--- config.mk ---
export PLATFORM = sky130hd
export DESIGN_NAME = register_file
export DESIGN_NICKNAME = d
export VERILOG_FILES = /design/src/rtl/register_file.sv
export SDC_FILE = /design/constraint.sdc
export NUM_CORES = 2
export LEC_CHECK = 0
export ABC_AREA = 1
export BUFFER_PORTS_ARGS = -buffer_cell sky130_fd_sc_hd__buf_2
export CORE_UTILIZATION = 45
export DETAILED_ROUTE_END_ITERATION = 12
export SLEW_MARGIN = 20
export SYNTH_ARGS = -nofsm -noshare
export SYNTH_HDL_FRONTEND = slang
export SYNTH_SLANG_ARGS = --single-unit
export TNS_END_PERCENT = 1
--- constraint.sdc ---
create_clock -name clk -period 43.9 [get_ports clk]
set_input_delay 8.78 -clock clk [delete_from_list [all_inputs] [get_ports clk]]
set_output_delay 8.78 -clock clk [all_outputs]
set_load 0.02 [all_outputs]
--- src/rtl/register_file.sv ---
// register_file -- 32 x 32-bit architectural register file with rename state
// (busy bit + 4-bit ROB tag per register) for an out-of-order core.
// Two combinational read ports, one rename port, one commit port, and a
// mispredict flush that drops all pending producers.
// Optional feature: define REGFILE_BYPASS_EN to forward a committing value
// to a read port in the same cycle it commits.
module register_file (
  input  logic        clk,
  input  logic        rst,
  input  logic        rdy,
  input  logic        jp_wrong,
  input  logic [4:0]  rs1,
  input  logic [4:0]  rs2,
  output logic        rs1_busy,
  output logic        rs2_busy,
  output logic [31:0] rs1_val,
  output logic [31:0] rs2_val,
  output logic [3:0]  rs1_idx,
  output logic [3:0]  rs2_idx,
  input  logic        upd_flag,
  input  logic [3:0]  upd_idx,
  input  logic [4:0]  upd_rd,
  input  logic        write_flag,
  input  logic [3:0]  write_idx,
  input  logic [4:0]  write_rd,
  input  logic [31:0] new_val
);

  logic [31:0] regs [32];
  logic [3:0]  tags [32];
  logic [31:0] busy;

  logic commit_en;
  logic rename_en;

  // x0 is never written, so its reset value of zero is what it always reads.
  assign commit_en = write_flag && rdy && !jp_wrong && (write_rd != 5'd0);
  assign rename_en = upd_flag   && rdy && !jp_wrong && (upd_rd   != 5'd0);

  // State update: reset, flush, then commit followed by rename.
  always_ff @(posedge clk or posedge rst) begin
    if (rst) begin
      // NOTE: the storage arrays are reset here on purpose -- software may read
      // any register before writing it and must see zero, so this cannot be a RAM macro.
      for (int i = 0; i < 32; i++) begin
        regs[i] <= '0;
        tags[i] <= '0;
      end
      busy <= '0;
    end else if (jp_wrong) begin
      // Every in-flight producer is squashed; committed values and tags stay.
      busy <= '0;
    end else begin
      if (commit_en) begin
        regs[write_rd] <= new_val;
        // A tag mismatch means a younger rename owns the register; leave it busy.
        if (tags[write_rd] == write_idx) begin
          busy[write_rd] <= 1'b0;
        end
      end
      // NOTE: non-blocking assignments make the later rename override the
      // commit's busy clear on the same register, while reads still see the old state.
      if (rename_en) begin
        busy[upd_rd] <= 1'b1;
        tags[upd_rd] <= upd_idx;
      end
    end
  end

  // Read port 1: start-of-cycle state, optionally bypassed from the commit port.
  always_comb begin
    // NOTE: every output gets a default before any conditional override, so no latch is inferred.
    rs1_val  = regs[rs1];
    rs1_busy = busy[rs1];
    rs1_idx  = tags[rs1];
`ifdef REGFILE_BYPASS_EN
    if (write_flag && !jp_wrong && (rs1 != 5'd0) && (write_rd == rs1) &&
        busy[rs1] && (tags[rs1] == write_idx)) begin
      rs1_val  = new_val;
      rs1_busy = 1'b0;
    end
`endif
  end

  // Read port 2: same behaviour as port 1.
  always_comb begin
    rs2_val  = regs[rs2];
    rs2_busy = busy[rs2];
    rs2_idx  = tags[rs2];
`ifdef REGFILE_BYPASS_EN
    if (write_flag && !jp_wrong && (rs2 != 5'd0) && (write_rd == rs2) &&
        busy[rs2] && (tags[rs2] == write_idx)) begin
      rs2_val  = new_val;
      rs2_busy = 1'b0;
    end
`endif
  end

endmodule

# Word level (Yosys, flattened, before mapping)
# Index checks and enable logic that the tools add are counted.
# Widths: inputs -> output; s select.
# classes
add_sub_neg	0
multipliers	0
div_mod_pow	0
order_cmp	12
eq_ne	1
n_shift	0
muxes	34
bitwise	8
reduce_logical	15
# op_table
op	count
$bwmux 1024	1
$bmux 32 s5	2
$mux 32	10
$demux 32 s5	1
$bwmux 128	1
$bmux 4 s5	3
$and 32x32->32	1
$not 32->32	1
$or 32x32->32	1
$mux 4	7
$ge 6x6->1 const B	4
$lt 5x6->1 const B	4
$not 5->6	4
$demux 4 s5	1
$lt 6x1->1 const B	2
$bmux 1 s5	2
$demux 1 s5	2
$ge 5x1->1 const B	2
$logic_and 1x1->1	10
$reduce_bool 5->1	2
$eq 4x4->1	1
$mux 1	4
$reduce_and 2->1	2
$logic_not 1->1	1
$not 1->1	1
# totals
reg_bits	1184
latch_bits	0
ramBits	0
rom_bits	0
mem_count	0

# Depth between registers and ports, before layout
# depth
depth_word	12
ltp_mapped	17
mapped_depth_nobuf	15

# Least setup slack after synthesis
# Ideal clock, no wire load.
# synth_timing
path_kind	input to output
from	input port rs2[0]
to	output port rs2_idx[2]
arrival_ns	10.510
path_slack_ns	24.610
cell_stages	9
path_buffers	4
path_cell_list	buf_2 clkinv_1 buf_2 clkbuf_1 clkbuf_1 nor2_1 o221ai_1 nand3_1 a32oi_1
# synth_via
elab_chain_cells	4
# synth_lines
element	line	rtl
start, declared	13	input logic [4:0] rs2,
$not 5->6 (implied by the code)	89	rs2_idx = tags[rs2];
$bmux 4 s5	89	
$mux 4 (implied by the code) (2 in series)	89	
end, declared	19	output logic [3:0] rs2_idx,
# No other way between the ends. The select of a mux whose other input is x is not followed.

# Worst setup path after layout
# layout_timing
from	input port rs2[1]
to	output port rs2_val[4]
# layout_via
elab_chain_cells	4
# layout_lines
element	line	rtl
$not 5->6 (implied by the code)	87	rs2_val = regs[rs2];
$bmux 32 s5	87	
$mux 32 (implied by the code) (2 in series)	87	
end, declared	17	output logic [31:0] rs2_val,
# No other way between the ends. The select of a mux whose other input is x is not followed.

==> key figures <==
CTS
  – Hold buffer count at CTS: 0
  – TritonCTS Sinks: 1184
  – Post-CTS sizing: 0
  – H-tree Lvls: 4
  – Post-CTS setup buffers: 0
  – CTS Buffer Depth: 3
  – Clk pin slew, worst setup/hold paths: 0.06 ns
  – CTS tree: yes
  – Worst-skew pair later-pin latency: 0.78 ns
  – Total CTS buffers: 138
  – Root Buffer: clkbuf_16

STA
  – Max Freq: 45.7 MHz
  – Min Tclk post-route: 21.86 ns
  – Count of final hold-check violations: 0
  – Slew HR: 15.6%
  – Slew Viols, Final: 0
  – Sum Neg Setup Slack: 0 ns
  – Worst-Margin Slew: 1.27 ns
  – Clock Skew: 0.0174 ns
  – Min Hold Slack: 0.402 ns
  – Final setup vio count: 0
  – Period utilization: 49.8%
  – RSZ-0062 raised after global routing: no

Route
  – Drt pass-1 iters: 10
  – Average routed wire per standard cell: 26.5 µm
  – ANT nets after route: 0
  – Drt initial violations: 10100
  – Routed wire length: 265 mm
  – Residual DRC count: 0
  – Vias per Instance: 6.46
  – Via count: 64800

Critical path
  – Worst Path Max Fanout: 97
  – CP endpoint kind: output port
  – Worst reg-to-reg setup slack: 41.28 ns
  – Worst EP required: 35.12 ns
  – Reg2reg path depth: 14
  – Worst Path Arrival: 13.08 ns
  – WS Path Type: in2out
  – Worst reg2reg path startpoint: tags[61]
  – Startpoint Class: input port
  – RR Endpoint: busy[21]

Logic synthesis
  – Post-synthesis sequential area ratio: 46.5%
  – Gate Count Post-Synth: 8519
  – Compound-Gate Fraction of Synth Area: 28.2%
  – Post-Synth Simple-Gate Area: 19.0%
  – Syn nets: 8585
  – Synth Area in XOR/XNOR: 0%
  – Combinational family with the most area after synthesis: compound AO/OA/AOI/OAI gates
  – Avg Cell Area, Syn: 7.48 µm²
  – Yosys top cell area share: 46.5%
  – Synth top area cells: dfrtp_1, o21ai_0, nand2_1
  – Ys Warns: 0
  – Synth area leader: dfrtp_1
  – Post-Syn Area: 63700 µm²
  – Synth Area in Adders: 0%
  – Mux cell area share after synthesis: 0%
  – Netlist cell types: 26
  – Seq cells post-synth: 1184

Min path
  – Min-delay src: regs[1017]
  – Worst Hold Endpoint: regs[1017]
  – WHS Path Cells: 0
  – Hold WC Path Type: reg2reg

Global route
  – Initial antenna violation count: 5
  – GRT overflow: 0
  – Number of global-route vias before repair: 59700
  – GRT Overall Usage: 36.4%
  – Largest net degree at the start of global routing: 262
  – Global-route wire length before repair: 391 mm

Cells and area
  – Layout cells sized above 1: 6.35%
  – Area of the multi-input gates: 30200 µm²
  – Fin area: 69000 µm²
  – Commonest non-fill, non-tap cells in the layout: o21ai_0, nand2_1, nor2_1
  – Fin nets: 8097
  – Layout area overhead: 8.40%
  – Filler cells: 13600
  – FF+latch area: 29600 µm²
  – Most common cell after layout, fill and taps aside: o21ai_0
  – Post-Layout Cell Count: 10000

Die
  – Horiz. Die Dim: 378 µm
  – Initial Util: 45.5%
  – Full die area: 143000 µm²
  – Ports: 140
  – Core Box Area: 140000 µm²
  – Die height: 378 µm
  – # rows: 137

Placed design
  – Routability cong.: 0.893
  – Post-DP HPWL: 136 mm
  – Placed insts: 9766
  – PortBufs: 139
  – Post-DP Area: 64500 µm²

Run
  – Max-cap violation count: 0

Pwr
  – Peak supply drop: 0.0319 mV
  – Tot Pwr: 2.82 mW
  – Cell Pwr Density: 40.8 nW/µm²
  – Static Leak: 29.6 nW

Status
  – Status: completed
==> where the power goes <==
part	internal (mW)	switching, mW	total (mW)
Sequential	1.18	0.0702	1.25
Combinational	0.120	0.282	0.402
Clock	0.682	0.488	1.17
Total	1.98	0.840	2.82
==> layout make-up <==
| type | instances | area share, % |
|---|---|---|
| clock buffers | 203 | 5.87 |
| repair buffers | 239 | 2.40 |
| inverters | 156 | 0.986 |
| flip-flops and latches | 1184 | 42.9 |
| clock inverters | 45 | 0.672 |
| well taps | 1876 | 3.40 |
| multi-input cells | 6312 | 43.7 |
| diodes | 4 | 0.0145 |
==> flip-flops by register name, indices dropped and copies added, names as in the netlist <==
register  count
regs       1024
tags        128
busy         32
==> per-layer routing <==
layer,vias to the layer above,GRT usage [%],share of wire [%]
li1,28400,-,-
met1,31100,50.6,41
met2,4444,53.5,42
met3,779,8.02,12
met4,4,17.9,5.2
met5,-,0,0.013
==> cell families after synthesis <==
family / count (synthesis)
compound gates: 3179
buf+inv: 1023
flops: 1184
simple gates: 3133
==> worst max-delay path by stage <==
| stage | startpoint | end | slack [ns] | depth (start not counted) |
|---|---|---|---|---|
| after floorplan | rst | busy[0] | 1.77 | 1 |
| after global placement | rs2[1] | rs2_val[4] | 22.24 | 11 |
| after detailed placement | rs2[1] | rs2_val[4] | 22.26 | 11 |
| after CTS | rs2[1] | rs2_val[4] | 22.25 | 11 |
| after global routing | rs2[1] | rs2_val[4] | 21.98 | 11 |
| final | rs2[1] | rs2_val[4] | 22.04 | 11 |
==> critical path, cell delays in order <==
cell,delay (ns)
buf_8,0.22
inv_8,0.57
buf_4,0.99
buf_4,0.81
o21ai_0,0.20
o22ai_1,0.17
nor2_1,0.05
o21ai_0,0.24
nor2_1,0.07
a31oi_1,0.58
buf_2,0.29
==> stage by stage <==
step	utilization [%]	setup slack, ns
after global routing	49.3	21.98
after detailed placement	46.0	22.26
after floorplan	-	1.77
after global placement	46.0	22.24
final	49.3	22.04
after CTS	49.3	22.25
==> cell usage after synthesis <==
cell type and number:
nor3_2 8, o211ai_1 2, a32o_1 7, nand4_1 1
clkinv_1 3, nor2_2 4, nand3_1 205, buf_2 104
inv_2 34, nor2_1 1330, o22ai_1 116, a21oi_1 151
o21ai_0 2173, buf_4 3, o21a_1 1, nor2_4 1
clkbuf_1 724, inv_1 119, o21ai_1 176, nor3_1 13
a32oi_1 57, nand2_1 1571, a31oi_1 76, buf_1 36
dfrtp_1 1184, o221ai_1 420
No activity file was read; power rests on OpenSTA's default activity.
